## src/rtl/logbar_frame_sequencer_if.sv

```systemverilog
// Bus bundle between the frame sequencer and its three neighbours: the FFT
// frame RAM (read only), the log-bar converter (Start/In -> Busy/End/Out)
// and the display bar RAM (shared read/write address).
interface logbar_frame_sequencer_if #(
  parameter int bw_input = 18,
  parameter int bw_addr  = 6
);
  logic [bw_addr-1:0]  BinAddr;
  logic [bw_input-1:0] BinData;
  logic                LbStart;
  logic [bw_input-1:0] LbIn;
  logic                LbBusy;
  logic                LbEnd;
  logic [6:0]          LbOut;
  logic [bw_addr-1:0]  BarAddr;
  logic [6:0]          BarRdData;
  logic                BarWe;
  logic [6:0]          BarData;

  // Sequencer side
  modport master (
    output BinAddr, input  BinData,
    output LbStart, output LbIn, input LbBusy, input LbEnd, input LbOut,
    output BarAddr, input  BarRdData, output BarWe, output BarData
  );

  // RAM / converter side
  modport slave (
    input  BinAddr, output BinData,
    input  LbStart, input  LbIn, output LbBusy, output LbEnd, output LbOut,
    input  BarAddr, output BarRdData, input BarWe, input BarData
  );
endinterface

```

## src/rtl/logbar_frame_sequencer.sv

```systemverilog
// Frame sequencer: on FrameStart walks every FFT bin, runs it through the
// log-bar converter, clamps the height to 96, applies fall-off decay against
// the previous bar and writes the result back to the bar RAM.
module logbar_frame_sequencer #(
  parameter int bw_input   = 18,
  parameter int bw_addr    = 6,
  parameter int n_bins     = 64,
  parameter int decay_step = 2,
  parameter int timeout    = 31
) (
  input  logic Clock,
  input  logic nReset,
  input  logic FrameStart,
  logbar_frame_sequencer_if.master Bus,
  output logic FrameBusy,
  output logic FrameDone,
  output logic Error
);

  typedef enum logic [2:0] {
    stIdle, stRdReq, stRdWait, stStart, stWait, stWrite, stDone
  } stateT;

  localparam logic [bw_addr-1:0] lastIdx  = bw_addr'(n_bins - 1);
  localparam logic [7:0]         tmoLimit = 8'(timeout);
  localparam logic [7:0]         decayW   = 8'(decay_step);
  localparam logic [6:0]         barMax   = 7'd96;

  stateT               state, nextState;
  logic [bw_addr-1:0]  idx;
  logic [bw_input-1:0] lbInReg;
  logic [6:0]          oldBar;
  logic [6:0]          height;
  logic [7:0]          tmo;

  logic [7:0]          oldExt;
  logic [7:0]          decayed;
  logic [6:0]          maxBar;
  logic [6:0]          newBar;

  // Decayed previous bar (floored at 0), max against the new height, cap at 96.
  // A stale bar RAM value above 96 is capped too, so writes never exceed 96.
  always_comb begin
    oldExt  = {1'b0, oldBar};
    decayed = (oldExt >= decayW) ? (oldExt - decayW) : 8'd0;
    maxBar  = ({1'b0, height} >= decayed) ? height : decayed[6:0];
    newBar  = (maxBar > barMax) ? barMax : maxBar;
  end

  // State register
  always_ff @(posedge Clock or negedge nReset) begin
    if (!nReset) state <= stIdle;
    else         state <= nextState;
  end

  // Next-state logic; FrameStart is only honoured in idle
  always_comb begin
    nextState = state;
    case (state)
      stIdle:   if (FrameStart) nextState = stRdReq;
      stRdReq:  nextState = stRdWait;
      stRdWait: nextState = stStart;
      stStart:  if (!Bus.LbBusy) nextState = stWait;
      stWait:   if (Bus.LbEnd || tmo == tmoLimit) nextState = stWrite;
      stWrite:  nextState = (idx == lastIdx) ? stDone : stRdReq;
      stDone:   nextState = stIdle;
      default:  nextState = stIdle;
    endcase
  end

  // Outputs; addresses follow idx so they stay put from RDREQ through WRITE
  always_comb begin
    Bus.BinAddr = idx;
    Bus.BarAddr = idx;
    Bus.LbIn    = lbInReg;
    Bus.LbStart = 1'b0;
    Bus.BarWe   = 1'b0;
    Bus.BarData = 7'd0;
    FrameDone   = 1'b0;
    case (state)
      stStart: Bus.LbStart = !Bus.LbBusy;
      stWrite: begin
        Bus.BarWe   = 1'b1;
        Bus.BarData = newBar;
      end
      stDone:  FrameDone = 1'b1;
      default: ;
    endcase
  end

  // Datapath: bin index, latched operands, timeout counter, status flags
  always_ff @(posedge Clock or negedge nReset) begin
    if (!nReset) begin
      idx       <= '0;
      lbInReg   <= '0;
      oldBar    <= '0;
      height    <= '0;
      tmo       <= '0;
      Error     <= 1'b0;
      FrameBusy <= 1'b0;
    end else begin
      case (state)
        stIdle: if (FrameStart) begin
          idx       <= '0;
          Error     <= 1'b0;
          FrameBusy <= 1'b1;
        end
        stRdWait: begin
          lbInReg <= Bus.BinData;
          oldBar  <= Bus.BarRdData;
        end
        stStart: if (!Bus.LbBusy) tmo <= '0;
        stWait: begin
          // A result landing on the timeout cycle still counts
          if (Bus.LbEnd) begin
            height <= (Bus.LbOut > barMax) ? barMax : Bus.LbOut;
          end else if (tmo == tmoLimit) begin
            height <= '0;
            Error  <= 1'b1;
          end else begin
            tmo <= tmo + 8'd1;
          end
        end
        stWrite: if (idx != lastIdx) idx <= idx + 1'b1;
        stDone:  FrameBusy <= 1'b0;
        default: ;
      endcase
    end
  end

endmodule

```

## src/flat_wrapper.sv

```systemverilog
// flat-port wrapper written by rule: the top's interface ports become plain ports
module logbar_frame_sequencer_flat 
#(
  parameter int bw_input   = 18,
  parameter int bw_addr    = 6,
  parameter int n_bins     = 64,
  parameter int decay_step = 2,
  parameter int timeout    = 31
)
  (Clock, nReset, FrameStart, FrameBusy, FrameDone, Error, Bus_BinAddr, Bus_BinData, Bus_LbStart, Bus_LbIn, Bus_LbBusy, Bus_LbEnd, Bus_LbOut, Bus_BarAddr, Bus_BarRdData, Bus_BarWe, Bus_BarData);
  logbar_frame_sequencer_if #(.bw_input(bw_input), .bw_addr(bw_addr)) Bus_i ();
  input  logic Clock;
  input  logic nReset;
  input  logic FrameStart;
  output logic FrameBusy;
  output logic FrameDone;
  output logic Error;
  output wire logic [$bits(Bus_i.BinAddr)-1:0] Bus_BinAddr;
  input wire logic [$bits(Bus_i.BinData)-1:0] Bus_BinData;
  output wire logic [$bits(Bus_i.LbStart)-1:0] Bus_LbStart;
  output wire logic [$bits(Bus_i.LbIn)-1:0] Bus_LbIn;
  input wire logic [$bits(Bus_i.LbBusy)-1:0] Bus_LbBusy;
  input wire logic [$bits(Bus_i.LbEnd)-1:0] Bus_LbEnd;
  input wire logic [$bits(Bus_i.LbOut)-1:0] Bus_LbOut;
  output wire logic [$bits(Bus_i.BarAddr)-1:0] Bus_BarAddr;
  input wire logic [$bits(Bus_i.BarRdData)-1:0] Bus_BarRdData;
  output wire logic [$bits(Bus_i.BarWe)-1:0] Bus_BarWe;
  output wire logic [$bits(Bus_i.BarData)-1:0] Bus_BarData;
  assign Bus_BinAddr = Bus_i.BinAddr;
  assign Bus_i.BinData = Bus_BinData;
  assign Bus_LbStart = Bus_i.LbStart;
  assign Bus_LbIn = Bus_i.LbIn;
  assign Bus_i.LbBusy = Bus_LbBusy;
  assign Bus_i.LbEnd = Bus_LbEnd;
  assign Bus_i.LbOut = Bus_LbOut;
  assign Bus_BarAddr = Bus_i.BarAddr;
  assign Bus_i.BarRdData = Bus_BarRdData;
  assign Bus_BarWe = Bus_i.BarWe;
  assign Bus_BarData = Bus_i.BarData;
  logbar_frame_sequencer #(.bw_input(bw_input), .bw_addr(bw_addr), .n_bins(n_bins), .decay_step(decay_step), .timeout(timeout)) u_core (.Clock(Clock), .nReset(nReset), .FrameStart(FrameStart), .Bus(Bus_i), .FrameBusy(FrameBusy), .FrameDone(FrameDone), .Error(Error));
endmodule
```

## config.mk

```make
export PLATFORM = sky130hd
export DESIGN_NAME = logbar_frame_sequencer_flat
export DESIGN_NICKNAME = d
export VERILOG_FILES = /design/src/rtl/logbar_frame_sequencer_if.sv /design/src/rtl/logbar_frame_sequencer.sv /design/src/flat_wrapper.sv
export SDC_FILE = /design/constraint.sdc
export NUM_CORES = 1
export LEC_CHECK = 0
export CORE_MARGIN = 3
export CORE_UTILIZATION = 52
export CTS_CLUSTER_SIZE = 30
export DETAILED_ROUTE_END_ITERATION = 6
export MAX_ROUTING_LAYER = met4
export PLACE_DENSITY = 0.94
export REMOVE_ABC_BUFFERS = 1
export SYNTH_ARGS = -nofsm -noshare
export SYNTH_HDL_FRONTEND = slang
export SYNTH_SLANG_ARGS = --single-unit
```

## constraint.sdc

```tcl
create_clock -name Clock -period 5.53 [get_ports Clock]
set_input_delay 0.553 -clock Clock [delete_from_list [all_inputs] [get_ports Clock]]
set_output_delay 0.553 -clock Clock [all_outputs]
set_load 0.02 [all_outputs]
```

Word level (Yosys, flattened, before mapping) --
Cells that the tools add are included.
Operators by class: shifts and indexed selects 0, div/mod/pow operators 0, $mul 0, reductions and logical operators 14, magnitude comparators 4, multiplexer cells 28, bitwise operators 0, eq/ne operators 16, add/subtract/negate cells 3
Operators by type and width (count):
- 2-to-1 mux 7 bit | 6
- 2-to-1 mux 8 bit | 4
- one-hot mux 3 bit (6 select lines) | 1
- one-hot mux 8 bit (2 select lines) | 1
- > comparator 7 bit, second input constant | 2
- 2-to-1 mux 3 bit | 4
- 2-to-1 mux 6 bit | 2
- one-hot mux 6 bit (2 select lines) | 1
- nonzero test 2 bit | 5
- == test 3 bit, second input constant | 3
- adder 8 x 1 -> 8 bit, second input constant | 1
- == test 8 x 5 -> 1 bit, second input constant | 1
- greater-or-equal comparator 7 x 8 -> 1 bit | 1
- != test 2 bit, second input constant | 4
- AND reduction 4 bit | 2
- subtractor 7 x 2 -> 8 bit, second input constant | 1
- greater-or-equal comparator 7 x 2 -> 1 bit, second input constant | 1
- 2-to-1 mux 1 bit | 7
- adder 6 x 1 -> 6 bit, second input constant | 1
- == test 3 x 2 -> 1 bit, second input constant | 2
- == test 6 bit, second input constant | 1
- != test 2 x 1 -> 1 bit, second input constant | 3
- != test 6 bit, second input constant | 1
- AND reduction 3 bit | 2
- other kinds (6) | 8
Word-level totals: latch bits 0, input port bits 37, ROM bits 0, register bits after elaboration 51, word-level logic and storage cells 73, output and inout port bits 42, memories kept 0, bits in writable memories 0

Logic depth before layout (Yosys ltp) --
Gate-level depths: netlist (run 1).
depth after elaboration 7, gate-level depth with buffers 12, gate-level depth less buffers 11

Least setup slack after synthesis (run 1) --
No wires, ideal clock.
path type register to output, start reg u_core.oldBar[3], end out Bus_BarData[4], path slack 2.172 ns, buffers on the path 0, required time 4.977 ns, cell stages (with the launch flop) 10, arrival time 2.805 ns, cell sequence dfrtp_1 > or4_1 > nor3_2 > nor2b_1 > ha_1 > nand2b_4 > a2111oi_2 > o31ai_2 > a211o_1 > a21oi_2
On the way: longest elaborated chain between the ends 7, elaborated cells on any way between the ends 8, those cells by class add/sub (1); order compare (3); mux (4)
RTL lines:
- from (decl) | line logbar_frame_sequencer.sv:32 | logic [6:0] oldBar;
- from (signal assigned) | line logbar_frame_sequencer.sv:110 | oldBar <= Bus.BarRdData;
- subtractor 7 x 2 -> 8 bit / greater-or-equal comparator 7 x 2 -> 1 bit (equally long branches) | line logbar_frame_sequencer.sv:45 | decayed = (oldExt >= decayW) ? (oldExt - decayW) : 8'd0;
- 2-to-1 mux 8 bit * | line logbar_frame_sequencer.sv:45
- greater-or-equal comparator 7 x 8 -> 1 bit | line logbar_frame_sequencer.sv:46 | maxBar = ({1'b0, height} >= decayed) ? height : decayed[6:0];
- 2-to-1 mux 7 bit * | line logbar_frame_sequencer.sv:46
- > comparator 7 bit | line logbar_frame_sequencer.sv:47 | newBar = (maxBar > barMax) ? barMax : maxBar;
- 2-to-1 mux 7 bit * | line logbar_frame_sequencer.sv:47
- 2-to-1 mux 7 bit * | line logbar_frame_sequencer.sv:80 | case (state)
- to (decl) | line flat_wrapper.sv:28 | output wire logic [$bits(Bus_i.BarData)-1:0] Bus_BarData;
Mark *: on every way between the ends. The rest lies on a longest branch, timed or not.

Worst setup path after layout (run 1) --
Ends and elaborated chain as after synthesis.

==> flow_summary.ini, run 1 <==
[clock_tree]
ctsHtreeMaxLevel = 2
clkSinkCount = 51
clk_latency_ns = 0.30
clk_pin_slew_ns = 0.10
clock_path_buffers = 2
cts_tree = done
cts_hold_buf = 0
numCtsBuffers = 5
ctsResizeCount = 0
root_buffer = clkbuf_8
cts_setup_buffers = 0

[cells_and_area]
drive_gt1_frac = 0.146
fillCellCount = 371
utilization = 0.710
design_area_um2 = 3670
regArea_um2 = 1280
diodes = 0
synthToLayoutAreaGrowth_pct = 30.0
final_nets = 381
multi_input_comb_area_um2 = 1390

[grt]
antenna_found_initial = 0
grt_max_degree = 52
grt_pass1_wl_mm = 10.6
grt_use_total = 0.219
gr-total-overflow = 0
grt_pass1_vias = 2311

[floorplanning]
initial_utilization = 0.546
dieWidth_um = 79.7
die_h_um = 79.7
io_pins = 79
fp-row-count = 26
core_area_um2 = 5170
die_area_um2 = 6360

[pwr]
p_per_area_nw_per_um2 = 545
leakage_nw = 1.52
vdd_drop_max_uv = 299

[critical_path]
crit_buf_inv = 1
cp_cell_sequence = or4_1 -> nor3_2 -> nor2b_1 -> ha_1 -> nand2b_4 -> a2111oi_2 -> o31ai_2 -> a211o_1 -> a21oi_2 -> clkdlybuf4s50_1
slowest_stage = clkdlybuf4s50_1
required_ns = 4.98
cp.arrival_ns = 3.86
worst_setup_path_end_kind = output port
critPathMaxFanout = 9
slowest_delay_ns = 0.61
start_kind = register
cp_top_family = compound AO/OA/AOI/OAI gates
critical_path_class = reg2out

[placement]
dp_hpwl_mm = 4.68
post-place-ws_ns = 1.45
dpl-instance-area_um2 = 3580
gp_congestion = 0.867
port_buffers = 78

[sta]
timing.fmax_ghz = 0.227
setup_slack_ns = 1.12
drv_slew = 0
setup_tns_ns = 0
layout_min_cycle_time_ns = 4.41
relSlewSlack = 0.254
finalSetupViolCount = 0
skew_ns = 0.00433
tightest_slew_ns = 1.11
rsz0062_at_grt = no
holdWs_ns = 0.451
final_hold_viol_count = 0
finalCritPeriodShare = 0.798

[synthesis]
yosysTopAreaCell = dfrtp_1
avgSynthCellArea_um2 = 10.7
synth_top_cells_by_area = dfrtp_1, mux2_2, ha_1
synth_top_area_share = 0.452
yosys_register_bits = 51
syn_area_um2 = 2830
synth_cell_types = 58
seq_area_frac_synth = 0.452
synthFlopType = dfrtp_1
yosysWarnings = 0
synth_edf_count = 0
async_flop_share = 1.00
synthCells = 264

[hold_path]
hp-class = in2async

[status]
status = completed

[route]
drt-pass1-iter-count = 4
vias = 2265
via_per_inst = 5.59
detail-route-antenna-nets = 0
drt_first_iter_violations = 130
wirelength_mm = 6.28
avgRoutedWirePerCell_um = 15.5
detail_route.drc_violations = 0

[run]
maxCapViolCount = 0
## synthesized netlist by cell type, types with 3 or more instances
master	number
nand4_1	6
and3_1	3
buf_4	9
dfrtp_1	51
nor2_1	16
a22o_1	7
or3_1	4
nand2b_1	3
nor3_1	3
o211ai_1	4
o21ai_0	13
buf_6	3
a21oi_1	15
mux2_2	23
a21o_1	4
inv_1	12
nand2_1	15
xnor2_1	4
nand3_1	10
ha_1	10
## sequential cells by signal, summed over array words and instances, names as in the netlist
register / count
u_core.state: 3
u_core.Bus.LbIn: 18
u_core.Error: 1
u_core.tmo: 8
u_core.height: 7
u_core.FrameBusy: 1
u_core.oldBar: 7
u_core.Bus.BarAddr: 6
## final timing paths
| kind | from | endpoint | slack, ns | cells past startpoint |
|---|---|---|---|---|
| worst max-delay path | u_core.oldBar[3]$_DFFE_PN0P_ | Bus_BarData[4] | 1.12 | 10 |
| worst max register to register | u_core.tmo[0]$_DFFE_PN0P_ | u_core.tmo[7]$_DFFE_PN0P_ | 3.29 | 6 |
| min in group Clock | u_core.Bus.LbIn[9]$_DFFE_PN0P_ | u_core.Bus.LbIn[9]$_DFFE_PN0P_ | 0.52 | 1 |
| max in group asynchronous | nReset | u_core.oldBar[2]$_DFFE_PN0P_ | 4.40 | 1 |
| worst min-delay path | nReset | u_core.Bus.BarAddr[2]$_DFFE_PN0P_ | 0.45 | 1 |
| worst min register to register | u_core.Bus.LbIn[9]$_DFFE_PN0P_ | u_core.Bus.LbIn[9]$_DFFE_PN0P_ | 0.52 | 1 |
## metal layers
metal | track usage | up-vias | part of all wire
li1 | - | 1091 | -
met1 | 0.268 | 1092 | 0.43
met2 | 0.372 | 76 | 0.51
met3 | 0.0451 | 6 | 0.052
met4 | 0.0533 | 0 | 0.0086
met5 | - | - | 0
## through the flow
stage | total power, mW | std cells
after floorplan | 1.37 | 249
after global placement | 1.73 | 397
after detailed placement | 1.78 | 397
after CTS | 2.02 | 405
after global routing | 2.16 | 405
final | 2.00 | 405
## final cells by class
cell class	instances	share of cell area
clock buffer	6	0.0225
tap	70	0.0238
timing repair buffer	78	0.211
multi-input combinational	186	0.379
sequential	51	0.347
inverter	12	0.0123
clock inverter	2	0.00443
## kinds of logic after synthesis
kind of cell / share of synthesized area
buf+inv: 0.0562
xor+xnor: 0.0186
compound gates: 0.147
simple gates: 0.184
mux: 0.0987
flops: 0.452
fa+ha+maj: 0.0443
## power breakdown
group / internal, mW / switching, mW / leakage [nW]
logic: 0.544 / 0.553 / 0.831
clock network: 0.102 / 0.128 / 0.0474
registers: 0.518 / 0.159 / 0.639
total: 1.16 / 0.840 / 1.52
## layout by cell type (no fill, tap or decap), types with 3 or more instances in the layout
cell              n
ha_1             10
nand2b_1          3
nor3_1            3
or3_1             4
o211ai_1          4
a21o_1            4
nor2_1           16
a22o_1            7
inv_1            12
a21oi_1          15
mux2_2           23
nand4_1           6
nand2_1          15
xnor2_1           4
clkbuf_8          6
nand3_1          10
and3_1            3
dfrtp_1          51
o21ai_0          13
clkdlybuf4s50_1  77
(Power assumes the default switching activity.)
==> run 2: changes to the inputs <==
--- a/config.mk
+++ b/config.mk
@@ -6,11 +6,11 @@
 export NUM_CORES = 1
 export LEC_CHECK = 0
 export CORE_MARGIN = 3
-export CORE_UTILIZATION = 52
+export CORE_UTILIZATION = 48
 export CTS_CLUSTER_SIZE = 30
 export DETAILED_ROUTE_END_ITERATION = 6
 export MAX_ROUTING_LAYER = met4
-export PLACE_DENSITY = 0.94
+export PLACE_DENSITY = 0.88
 export REMOVE_ABC_BUFFERS = 1
 export SYNTH_ARGS = -nofsm -noshare
 export SYNTH_HDL_FRONTEND = slang
==> constraint.sdc (replaced) <==
create_clock -name Clock -period 4.2 [get_ports Clock]
set_input_delay 0.42 -clock Clock [delete_from_list [all_inputs] [get_ports Clock]]
set_output_delay 0.42 -clock Clock [all_outputs]
set_load 0.02 [all_outputs]
==> run 2 against run 1 <==
Against the previous run: critical path type unchanged; hold slack got worse by 0.23 ns; clock-buffer cell count decreased by 1; clock skew increased by 0.0041 ns; via count decreased by 0.31%; first-iteration DRC count decreased by 48%; flip-flop and latch count unchanged; critical path depth unchanged; final cell count increased by 0.74%; register-to-register slack got worse by 1.3 ns.
==> flow_summary.ini, run 2 (same netlist as run 1, synthesis figures left out) <==
[status]
status = completed

[clock_tree]
clock_path_buffers = 2
ctsHtreeMaxLevel = 2
cts_setup_buffers = 0
root_buffer = clkbuf_8
numCtsBuffers = 5
clk_latency_ns = 0.30
cts_hold_buf = 0
cts_tree = done
clkSinkCount = 51
clk_pin_slew_ns = 0.09

[sta]
setup_slack_ns = 0.287
layout_min_cycle_time_ns = 3.91
holdWs_ns = 0.219
timing.fmax_ghz = 0.256
relSlewSlack = 0.269
finalCritPeriodShare = 0.932
finalSetupViolCount = 0
drv_slew = 0
final_hold_viol_count = 0
setup_tns_ns = 0
rsz0062_at_grt = no
skew_ns = 0.00841
tightest_slew_ns = 1.08

[cells_and_area]
final_nets = 382
final_cells = 408
utilization = 0.664
largest_reg_flops = 18
synthToLayoutAreaGrowth_pct = 31.7
final_common_cell = clkdlybuf4s50_1
most-common-layout-cells = clkdlybuf4s50_1, dfrtp_1, mux2_2, nor2_1, nand2_1
diodes = 0
drive_gt1_frac = 0.155
design_area_um2 = 3720

[grt]
grt_pass1_vias = 2205
grt_use_total = 0.204
antenna_found_initial = 0
gr-total-overflow = 0
grt_pass1_wl_mm = 10.5
grt_max_degree = 52

[critical_path]
r2r_slack_ns = 1.98
rr_endpoint = u_core.tmo[7]$_DFFE_PN0P_
worst_setup_path_end_kind = output port
critPathMaxFanout = 9
critical_path_class = reg2out
required_ns = 3.78
start_kind = register
r2r-start = u_core.tmo[0]$_DFFE_PN0P_
rr_worst_depth = 6
crit_start = u_core.oldBar[3]$_DFFE_PN0P_
cp.arrival_ns = 3.49

[run]
maxCapViolCount = 0

[floorplanning]
die_h_um = 82.7
initial_utilization = 0.504
die_area_um2 = 6850
fp-row-count = 27
dieWidth_um = 82.7
io_pins = 79
core_area_um2 = 5610

[route]
detail-route-antenna-nets = 0
detail_route.drc_violations = 0
wirelength_mm = 6.35
drt_first_iter_violations = 68
drt-pass1-iter-count = 4
avgRoutedWirePerCell_um = 15.6
via_per_inst = 5.53
vias = 2258

[placement]
port_buffers = 78
dp_cells = 400
dpl-instance-area_um2 = 3590
post-place-ws_ns = 0.246
gp_congestion = 0.916
dp_hpwl_mm = 4.74

[pwr]
report.power.total_mw = 2.69
p_per_area_nw_per_um2 = 722
vdd_drop_max_uv = 432
leakage_nw = 1.64

[hold_path]
hp-class = in2async
## run 2: worst max path at each step
| stage | end |
|---|---|
| detailed placement | Bus_BarData[4] |
| global route | Bus_BarData[4] |
| floorplan | Bus_BarData[4] |
| finish | Bus_BarData[4] |
| global placement | Bus_BarData[4] |
| CTS | Bus_BarData[5] |
## run 2: routing by layer
layer | vias to the layer above | part of all wire | track usage
met5 | - | 0 | -
met4 | 0 | 0.0033 | 0.0343
met3 | 2 | 0.052 | 0.0445
met2 | 54 | 0.52 | 0.352
met1 | 1108 | 0.43 | 0.249
li1 | 1094 | - | -
## run 2: critical path, stage by stage (launching register included)
cell           delay, ns
dfrtp_1             0.43
or4_1               0.62
nor3_4              0.25
nor2b_1             0.08
ha_1                0.27
nand2b_4            0.15
a2111oi_4           0.42
o31ai_4             0.17
a211o_1             0.33
a21oi_2             0.13
dlygate4sd2_1       0.35
## run 2: cell type report
| cell class | instances | area [um^2] |
|---|---|---|
| fillers | 483 | 1890 |
| clock buffers | 5 | 68.8 |
| repair buffers | 79 | 797 |
| well taps | 72 | 90.1 |
| multi-input cells | 186 | 1430 |
| inverters | 12 | 45.0 |
| flip-flops and latches | 51 | 1280 |
| clock inverters | 3 | 20.0 |
## run 2: what timing repair did
item                       in CTS  in global routing
resized for setup               2                 10
pin swaps                       0                  1
setup endpoints to repair       3                  6
## run 2: report_power, final
group	total (mW)	internal [mW]	switching [mW]
Clock	0.283	0.116	0.166
Combinational	1.51	0.746	0.761
Sequential	0.897	0.682	0.215
==> run 3: changes to the inputs <==
--- a/config.mk
+++ b/config.mk
@@ -5,7 +5,7 @@
 export SDC_FILE = /design/constraint.sdc
 export NUM_CORES = 1
 export LEC_CHECK = 0
-export CORE_MARGIN = 3
+export CORE_MARGIN = 8
 export CORE_UTILIZATION = 48
 export CTS_CLUSTER_SIZE = 30
 export DETAILED_ROUTE_END_ITERATION = 6
==> run 3 against run 2 <==
Against the previous run: core utilization is 2.0 points lower; maximum frequency is 0.64% higher; global-route usage down 4.6 points; clock skew up 0.0042 ns; non-clock buffer count did not move; first-iteration DRC count stayed put; die area rose by 26%; largest cell class unchanged.
==> flow_summary.ini, run 3 (same netlist as run 1, synthesis figures left out) <==
[status]
status = completed

[route]
wirelength_mm = 6.56
detail_route.drc_violations = 0
via_per_inst = 5.53
vias = 2266
detail-route-antenna-nets = 0
drt-pass1-iter-count = 4
avgRoutedWirePerCell_um = 16.0
drt_first_iter_violations = 68

[grt]
grt_max_degree = 52
gr-total-overflow = 0
grt_use_total = 0.158
grt_pass1_vias = 2332
grt_pass1_wl_mm = 10.8
antenna_found_initial = 0

[cells_and_area]
synthToLayoutAreaGrowth_pct = 32.4
final_cells = 410
fillCellCount = 509
drive_gt1_frac = 0.149
regArea_um2 = 1280
final_nets = 382
diodes = 0
most-common-layout-cells = clkdlybuf4s50_1, dfrtp_1, mux2_2, nor2_1, nand2_1
design_area_um2 = 3740
final_common_cell = clkdlybuf4s50_1
utilization = 0.643
largest_reg_flops = 18
multi_input_comb_area_um2 = 1420

[critical_path]
r2r_slack_ns = 1.93
worst_setup_path_end_kind = output port
crit_start = u_core.oldBar[1]$_DFFE_PN0P_
rr_endpoint = u_core.tmo[7]$_DFFE_PN0P_
r2r-start = u_core.tmo[0]$_DFFE_PN0P_
crit_path_end = Bus_BarData[4]
start_kind = register
required_ns = 3.78
critPathMaxFanout = 9
critical_path_class = reg2out
cp.arrival_ns = 3.47
rr_worst_depth = 6

[floorplanning]
die_area_um2 = 8600
dieWidth_um = 92.7
core_area_um2 = 5820
io_pins = 79
die_h_um = 92.7
initial_utilization = 0.486
fp-row-count = 28

[clock_tree]
numCtsBuffers = 5
cts_hold_buf = 0
ctsResizeCount = 2
ctsHtreeMaxLevel = 2
clkSinkCount = 51
root_buffer = clkbuf_8
clock_path_buffers = 2
clk_pin_slew_ns = 0.10
cts_tree = done
clk_latency_ns = 0.30
cts_setup_buffers = 0

[sta]
finalCritPeriodShare = 0.926
timing.fmax_ghz = 0.257
skew_ns = 0.0126
rsz0062_at_grt = no
setup_slack_ns = 0.312
relSlewSlack = 0.232
setup_tns_ns = 0
finalSetupViolCount = 0
drv_slew = 0
tightest_slew_ns = 1.14
holdWs_ns = 0.204
layout_min_cycle_time_ns = 3.89
final_hold_viol_count = 0

[pwr]
report.power.total_mw = 2.72
p_per_area_nw_per_um2 = 727
power.clock.fraction = 0.123
vdd_drop_max_uv = 464
switching_share = 0.413
pwr-share-seq = 0.329
leakage_nw = 1.65
intPower_mw = 1.60
p_switching_mw = 1.12
p_comb_frac = 0.548

[placement]
dpl-instance-area_um2 = 3590
dp_cells = 403
gp_congestion = 0.882
post-place-ws_ns = 0.292
dp_hpwl_mm = 4.90
port_buffers = 78

[run]
maxCapViolCount = 0

[hold_path]
hp-class = in2async
[run 3: changes by cell type in the layout (fill, tap and decap cells not counted)]
cell        previous run  this run
bufinv_16              0         1
clkinv_2               1         0
clkinvlp_4             2         1
or3b_1                 0         1
or3b_4                 1         0
[run 3: worst min-delay path by stage]
stage / slack [ns] / depth (start not counted) / endpoint
final: 0.20 / 2 / u_core.Bus.BarAddr[3]$_DFFE_PN0P_
after global routing: 0.26 / 2 / u_core.Bus.BarAddr[3]$_DFFE_PN0P_
after CTS: 0.25 / 2 / u_core.Bus.BarAddr[3]$_DFFE_PN0P_
after detailed placement: 0.49 / 2 / u_core.Error$_DFFE_PN0P_
after global placement: 0.49 / 1 / u_core.Bus.LbIn[5]$_DFFE_PN0P_
after floorplan: 0.12 / 0 / u_core.Bus.BarAddr[0]$_DFFE_PN0P_
[run 3: power by group through the flow]
stage	registers [mW]	clock network (mW)	logic, mW
2_1_floorplan	1.01	0	0.796
3_3_place_gp	0.881	0	1.40
3_5_place_dp	0.897	0	1.43
4_1_cts	0.891	0.343	1.44
5_1_grt	0.924	0.363	1.63
6_report	0.894	0.335	1.49
[run 3: final cells by class]
| type | instances | share of cell area |
|---|---|---|
| multi-input combinational | 186 | 0.380 |
| timing repair buffer | 79 | 0.213 |
| sequential | 51 | 0.341 |
| inverter | 12 | 0.0120 |
| clock buffer | 5 | 0.0184 |
| tap | 75 | 0.0251 |
| clock inverter | 2 | 0.0100 |
[run 3: worst max-delay path, stage by stage (launching register included)]
cell and delay [ns]:
dfrtp_1 0.42, inv_1 0.09, ha_1 0.18, or3b_1 0.49
xnor2_1 0.19, nand2b_1 0.11, ha_1 0.31, a21o_1 0.18
a21oi_2 0.21, o31ai_4 0.16, a211o_1 0.33, a21oi_2 0.15
dlygate4sd2_1 0.35
[run 3: routing by layer]
layer  up-vias  wire, um  part of all wire  global-route usage
li1       1097         -                 -                   -
met1      1118      2820              0.43               0.185
met2        46      3320              0.51               0.260
met3         5       373             0.057              0.0502
met4         0        46            0.0070              0.0349
met5         -         0                 0                   -
